<file path="src/rtl/smem_bck_issue_scheduler.sv">
// Issue scheduler for the backward-extension pipeline: keeps per-read slot contexts and
// issues one {status, read_num} token per unstalled cycle, round robin over ready slots.
//
// state      | meaning
// IDLE       | slot free, may accept a new read context
// RDY_INI    | loaded, waiting for its first issue (BCK_INI)
// RDY_RUN    | returned not-done, waiting for re-issue (BCK_RUN)
// INFLT      | token travelling through the pipeline
module smem_bck_issue_scheduler #(
  parameter int READ_NUM_WIDTH = 5,
  parameter int CNT_WIDTH      = 6
) (
  input  logic                      clk,
  input  logic                      rst,
  input  logic                      stall,
  input  logic                      load_valid,
  input  logic [READ_NUM_WIDTH-1:0] load_read_num,
  output logic                      load_ready,
  input  logic                      ret_valid,
  input  logic [READ_NUM_WIDTH-1:0] ret_read_num,
  input  logic                      ret_done,
  output logic [5:0]                issue_status,
  output logic [READ_NUM_WIDTH-1:0] issue_read_num,
  output logic                      done_valid,
  output logic [READ_NUM_WIDTH-1:0] done_read_num,
  output logic [CNT_WIDTH-1:0]      active_cnt,
  output logic                      err_ret
);

  localparam int RNW   = READ_NUM_WIDTH;
  localparam int NSLOT = 1 << RNW;

  // Token status codes shared with the pipeline head.
  localparam logic [5:0] BUBBLE  = 6'h00;
  localparam logic [5:0] BCK_INI = 6'h01;
  localparam logic [5:0] BCK_RUN = 6'h02;

  typedef enum logic [1:0] {
    S_IDLE    = 2'd0,
    S_RDY_INI = 2'd1,
    S_RDY_RUN = 2'd2,
    S_INFLT   = 2'd3
  } slot_state_t;

  slot_state_t        slot_q [NSLOT];
  logic [RNW-1:0]     rr_ptr;
  logic               sel_found;
  logic [RNW-1:0]     sel_idx;
  logic [RNW-1:0]     scan_idx;
  logic               issue_go;
  logic               load_acc;
  logic               ret_ok;
  logic               ret_fin;

  // Selection looks only at registered slot state, so a slot readied this cycle waits a cycle.
  always_comb begin
    sel_found = 1'b0;
    sel_idx   = '0;
    scan_idx  = '0;
    for (int i = 0; i < NSLOT; i++) begin
      scan_idx = rr_ptr + RNW'(i);
      if (!sel_found && (slot_q[scan_idx] == S_RDY_INI || slot_q[scan_idx] == S_RDY_RUN)) begin
        sel_found = 1'b1;
        sel_idx   = scan_idx;
      end
    end
  end

  assign load_ready = (slot_q[load_read_num] == S_IDLE);
  assign issue_go   = !stall && sel_found;
  // A return to the same slot wins over a load in the same cycle.
  assign load_acc   = load_valid && load_ready && !(ret_valid && ret_read_num == load_read_num);
  assign ret_ok     = ret_valid && (slot_q[ret_read_num] == S_INFLT);
  assign ret_fin    = ret_ok && ret_done;

  always_ff @(posedge clk) begin
    if (!rst) begin
      for (int i = 0; i < NSLOT; i++) slot_q[i] <= S_IDLE;
      rr_ptr         <= '0;
      issue_status   <= BUBBLE;
      issue_read_num <= '0;
      done_valid     <= 1'b0;
      done_read_num  <= '0;
      active_cnt     <= '0;
      err_ret        <= 1'b0;
    end else begin
      for (int i = 0; i < NSLOT; i++) begin
        if (ret_valid && ret_read_num == RNW'(i)) begin
          if (slot_q[i] == S_INFLT) slot_q[i] <= ret_done ? S_IDLE : S_RDY_RUN;
        end else if (load_acc && load_read_num == RNW'(i)) begin
          slot_q[i] <= S_RDY_INI;
        end else if (issue_go && sel_idx == RNW'(i)) begin
          slot_q[i] <= S_INFLT;
        end
      end

      if (!stall) begin
        if (sel_found) begin
          issue_status   <= (slot_q[sel_idx] == S_RDY_INI) ? BCK_INI : BCK_RUN;
          issue_read_num <= sel_idx;
          rr_ptr         <= sel_idx + RNW'(1);
        end else begin
          issue_status   <= BUBBLE;
          issue_read_num <= '0;
        end
      end

      done_valid <= ret_fin;
      if (ret_fin) done_read_num <= ret_read_num;

      if (load_acc && !ret_fin)      active_cnt <= active_cnt + CNT_WIDTH'(1);
      else if (!load_acc && ret_fin) active_cnt <= active_cnt - CNT_WIDTH'(1);

      if (ret_valid && !ret_ok) err_ret <= 1'b1;
    end
  end

endmodule

</file>
<file path="config.mk">
export PLATFORM = sky130hd
export DESIGN_NAME = smem_bck_issue_scheduler
export DESIGN_NICKNAME = d
export VERILOG_FILES = /design/src/rtl/smem_bck_issue_scheduler.sv
export SDC_FILE = /design/constraint.sdc
export NUM_CORES = 1
export LEC_CHECK = 0
export BUFFER_PORTS_ARGS = -buffer_cell sky130_fd_sc_hd__buf_2
export CAP_MARGIN = 10
export CORE_MARGIN = 4
export CORE_UTILIZATION = 44
export CTS_CLUSTER_SIZE = 8
export DETAILED_ROUTE_END_ITERATION = 6
export GPL_TIMING_DRIVEN = 0
export SLEW_MARGIN = 40
export SYNTH_ARGS = -nofsm -noshare
export SYNTH_HDL_FRONTEND = slang
export SYNTH_SLANG_ARGS = --single-unit
</file>
<file path="constraint.sdc">
create_clock -name clk -period 15 [get_ports clk]
set_input_delay 1.5 -clock clk [delete_from_list [all_inputs] [get_ports clk]]
set_output_delay 1.5 -clock clk [all_outputs]
set_load 0.05 [all_outputs]
</file>
# Yosys cells after proc, flatten, opt, wreduce, memory -nomap -nowiden

Memory sizes are Yosys's and may differ from the RTL's. A register that Yosys moved wholly into a read port is not among the register bits.
Cells that the tools add are included.

Memories kept: 1
Bits in latches: 0
Word-level logic and storage cells: 1126
Bits in registers: 29
Bits in writable memories: 64
Bits in read-only memories: 0
Input bits: 16

Add/sub/neg operators: 34
Div/mod/pow operators: 0
$lt $le $gt $ge: 0
$mul: 0
Muxes and demuxes: 585
Reduce and logical (&&, ||, !) cells: 210
Bitwise gates (word level): 97
Equality and inequality tests: 192
Shift operators: 0

Memory list:

| name   | depth | bits a word | read ports | clocked after Yosys merged registers in | write ports | RTL line | source |
|---|---|---|---|---|---|---|---|
| slot_q | 32    | 2           | 67         | 1                                       | 32          | 45       | `slot_state_t slot_q [NSLOT];` |

Operator list:

| cell                  | count |
|---|---|
| $mux W1               | 449 |
| $eq A5 B5 Y1 const B  | 48 |
| $mux W2               | 99 |
| $mux W5               | 35 |
| $logic_and A1 B1 Y1   | 136 |
| $eq A2 B2 Y1 const B  | 65 |
| $eq A5 B4 Y1 const B  | 24 |
| $or A1 B1 Y1          | 96 |
| $add A5 B5 Y5 const B | 16 |
| $eq A2 B1 Y1 const B  | 33 |
| $eq A5 B3 Y1 const B  | 12 |
| $add A5 B4 Y5 const B | 8 |
| $logic_not A1 Y1      | 36 |
| $logic_or A1 B1 Y1    | 32 |
| $eq A5 B2 Y1 const B  | 6 |
| $add A5 B3 Y5 const B | 4 |
| $eq A5 B1 Y1 const B  | 3 |
| $logic_not A5 Y1      | 3 |
| $mux W6               | 2 |
| $add A5 B1 Y5 const B | 2 |
| $add A5 B2 Y5 const B | 2 |
| $add A6 B1 Y6 const B | 1 |
| $sub A6 B1 Y6 const B | 1 |
| $eq A5 B5 Y1          | 1 |
| 4 further kinds       | 4 |

# Longest topological paths before layout

Word-level depth: 104
Mapped depth: 32
Depth with buffers taken out: 21

# Worst setup path before layout

Ideal clock, no wire load.

Path type: register to register
Start point: register rr_ptr[2]
End point: memory slot_q[15][0] in the netlist's numbering, enable pin
Required time: 14.675 ns
Data arrival time: 6.164 ns
Setup time: 0.325 ns
Cell stages (with the launch flop): 29
Period minus slack after synthesis: 6.489 ns
Slack: 8.511 ns
Path through: dfxtp_1 buf_4 buf_2 inv_2 buf_2 buf_4 ha_1 clkbuf_1 clkbuf_1 mux4_1 mux2i_1 mux4_2 nand4_1 nor3_2 nand3_2 nor4_4 nor2_1 o2111a_1 a32oi_1 and2_1 buf_6 buf_2 ha_1 clkbuf_1 and2_1 ha_1 o21ai_0 a211o_1 o2111ai_1

RTL lines:

| what                   | RTL line | source |
|---|---|---|
| start, declared        | 46       | `logic [RNW-1:0] rr_ptr;` |
| start signal, assigned | 101      | `rr_ptr <= sel_idx + RNW'(1);` |
| end, declared          | 45       |  |

==> impl_metrics.yaml <==
run_status:
  status: "complete, but fails checks"
  failed_checks: "design-rule violations"
global_routing:
  grt_max_degree: 20
  gr-total-overflow: 0
  grt_pass1_wl_um: 105400
  track_usage_pct: 36.18
  grt_pass1_vias: 15970
  antenna_found_initial: 0
timing:
  min_period_over_period_pct: 64.55
  tightest_slew_ns: 0.9881
  setup_viol: 0
  skew_ns: 0.01367
  fmax_mhz: 103.3
  drv_slew: 0
  finalHoldViolCount: 0
  max_slew_margin_pct: 33.90
  tns_ns: 0
  fin_crit_ns: 9.682
  rsz0062_at_grt: "false"
cts:
  post_cts_resized: 0
  holdBufCountCts: 0
  clockBufferDepth: 2
  path_clk_slew_ns: 0.08
  numCtsBuffers: 9
  post_cts_buffers: 0
  cts_root_buf: "clkbuf_16"
  cts_tree: "done"
  cts.sink_count: 94
  h-tree-depth: 3
  clk_latency_ns: 0.37
floorplanning:
  fp-row-count: 68
  fp.dieH_um: 196.6
  start_util_pct: 44.96
  dieArea_um2: 38640
  die_x_um: 196.6
  ioPinCount: 41
  fp.coreArea_um2: 34800
synth:
  synth_seq_cells: 94
  synthArstFlopShare_pct: 0
  synth_seq_area_share_pct: 16.12
  synth.distinct_cells: 112
  synth_ff_type: "edfxtp_1"
  syn_inst: 1790
  synth_enable_flop_cells: 64
  avgSynthCellArea_um2: 8.741
  synth_area_um2: 15650
  yosys_warnings: 0
setup_path:
  critPathCaptureType: "flop"
  cp.required_ns: 15.04
  critical_path_class: "flop to flop"
  slowest_delay_ns: 0.78
  crit_slowest_cell: "clkbuf_1"
  crit_fanout: 15
  worstPathArrival_ns: 9.73
  start_kind: "flop"
detailed_routing:
  routed_wirelength_um: 72380
  antenna_left: 0
  wl_per_cell_um: 31.52
  firstDrtPassIters: 7
  drcViolationCount: 1
  via_per_inst: 7.276
  vias: 16710
  drt_iter0_markers: 2333
place:
  hpwl_um: 55010
  place_inst: 2277
  port_buffers: 29
  place.gp.congestion: 1.033
hold_path:
  hold_path.class: "flop to flop"
cells_and_area:
  fin_cells: 2296
  syn_to_final_growth_pct: 7.165
  layout-drive-gt1-share_pct: 20.94
  final_nets: 1874
  n_fill_cell: 3411
run:
  cap_violations: 0
-- cell usage after synthesis, drive strengths merged (26+ instances only) --
master,number,area share (%)
mux2i,105,6.8
nor2,162,4.0
and3,33,1.3
clkbuf,67,1.6
buf,113,4.6
nand4,34,1.5
nand2b,26,1.0
o21ai,83,2.7
nand3,80,2.6
xnor2,48,2.8
dfxtp,30,3.8
xor2,57,3.3
nand2,136,3.3
a21oi,97,3.3
mux4,125,18
edfxtp,64,12
nor3,51,2.1
-- critical path: cells and delay by family (launching register included) --
family,cells,cell delay [ns]
buffers and inverters,13,4.35
AO/OA/AOI/OAI,7,1.90
AND/OR/NAND/NOR,5,1.24
adder cells (fa/ha/maj),3,0.77
multiplexers,2,0.61
flip-flops,1,0.42
-- final timing paths --
| path | to | from | slack, ns | cells past startpoint |
|---|---|---|---|---|
| worst max-delay path | slot_q[15][0] | rr_ptr[2] | 5.32 | 30 |
| worst max register to register | slot_q[15][0] | rr_ptr[2] | 5.32 | 30 |
| worst min register to register | issue_read_num[3] | issue_read_num[3] | 0.47 | 2 |
| worst min-delay path | issue_read_num[3] | issue_read_num[3] | 0.47 | 2 |
-- per-stage QoR --
step | hold WS [ns] | util, % | cell area (um2) | setup slack (ns)
3_3_place_gp | 0.4563 | 47.05 | 16370 | 5.297
3_5_place_dp | 0.4642 | 47.18 | 16420 | 5.382
2_1_floorplan | 0.6739 | - | 15660 | 8.511
6_report | 0.4652 | 48.18 | 16770 | 5.318
5_1_grt | 0.4952 | 48.17 | 16760 | 4.982
4_1_cts | 0.4742 | 48.04 | 16720 | 5.284
-- flip-flops by register name (all words and copies together), names as in the netlist, named ones only --
signal,cells
slot_q,64
issue_read_num,5
active_cnt,6
done_valid,1
done_read_num,5
issue_status,2
rr_ptr,5
err_ret,1
-- placed cells by master, fill, tap and decap left out, drive strengths merged, types with 19 or more instances in the layout --
cell type and n:
xnor2 48, and2 25, mux2i 105, nor2b 20, xor2 57, dfxtp 30, nor2 162, and3 33
nand2 136, mux4 125, edfxtp 64, nand2b 26, ha 23, a211oi 24, mux2 25, o211ai 22
a21boi 19, nand4 34, a21oi 97, nand3 80, nor3 51, o21ai 83, a22oi 23, inv 29
buf 143, clkbuf 76
-- cell families after synthesis --
logic type | synth area share (%)
AND/OR/NAND/NOR | 22.84
AO/OA/AOI/OAI | 19.41
multiplexers | 26.63
buffers and inverters | 6.893
XOR/XNOR | 6.118
flip-flops | 16.12
adder cells (fa/ha/maj) | 1.967
other | 0.02397
-- routing by layer --
metal	share of wire, %	global-route usage [%]	wire length (um)
met5	0	0	0
met4	8.2	23.83	5911
met3	11	7.094	7971
met2	45	57.19	32410
met1	36	45.18	26080
-- area by class of cell --
type                       count  area, um2  share of cell area [%]
antenna                        2      5.005                 0.02985
buffer                       180      973.4                   5.806
clock buffer                   9      225.2                   1.343
clock inverter                 7      75.07                  0.4477
inverter                      27      108.9                  0.6492
multi-input combinational   1492      12140                   72.39
sequential                    94       2522                   15.04
tap                          455      569.3                   3.395
timing repair buffer          30      150.1                  0.8955
Power is not shown: default switching activity piles up to over one toggle a cycle in this logic, so the estimate is an artifact.
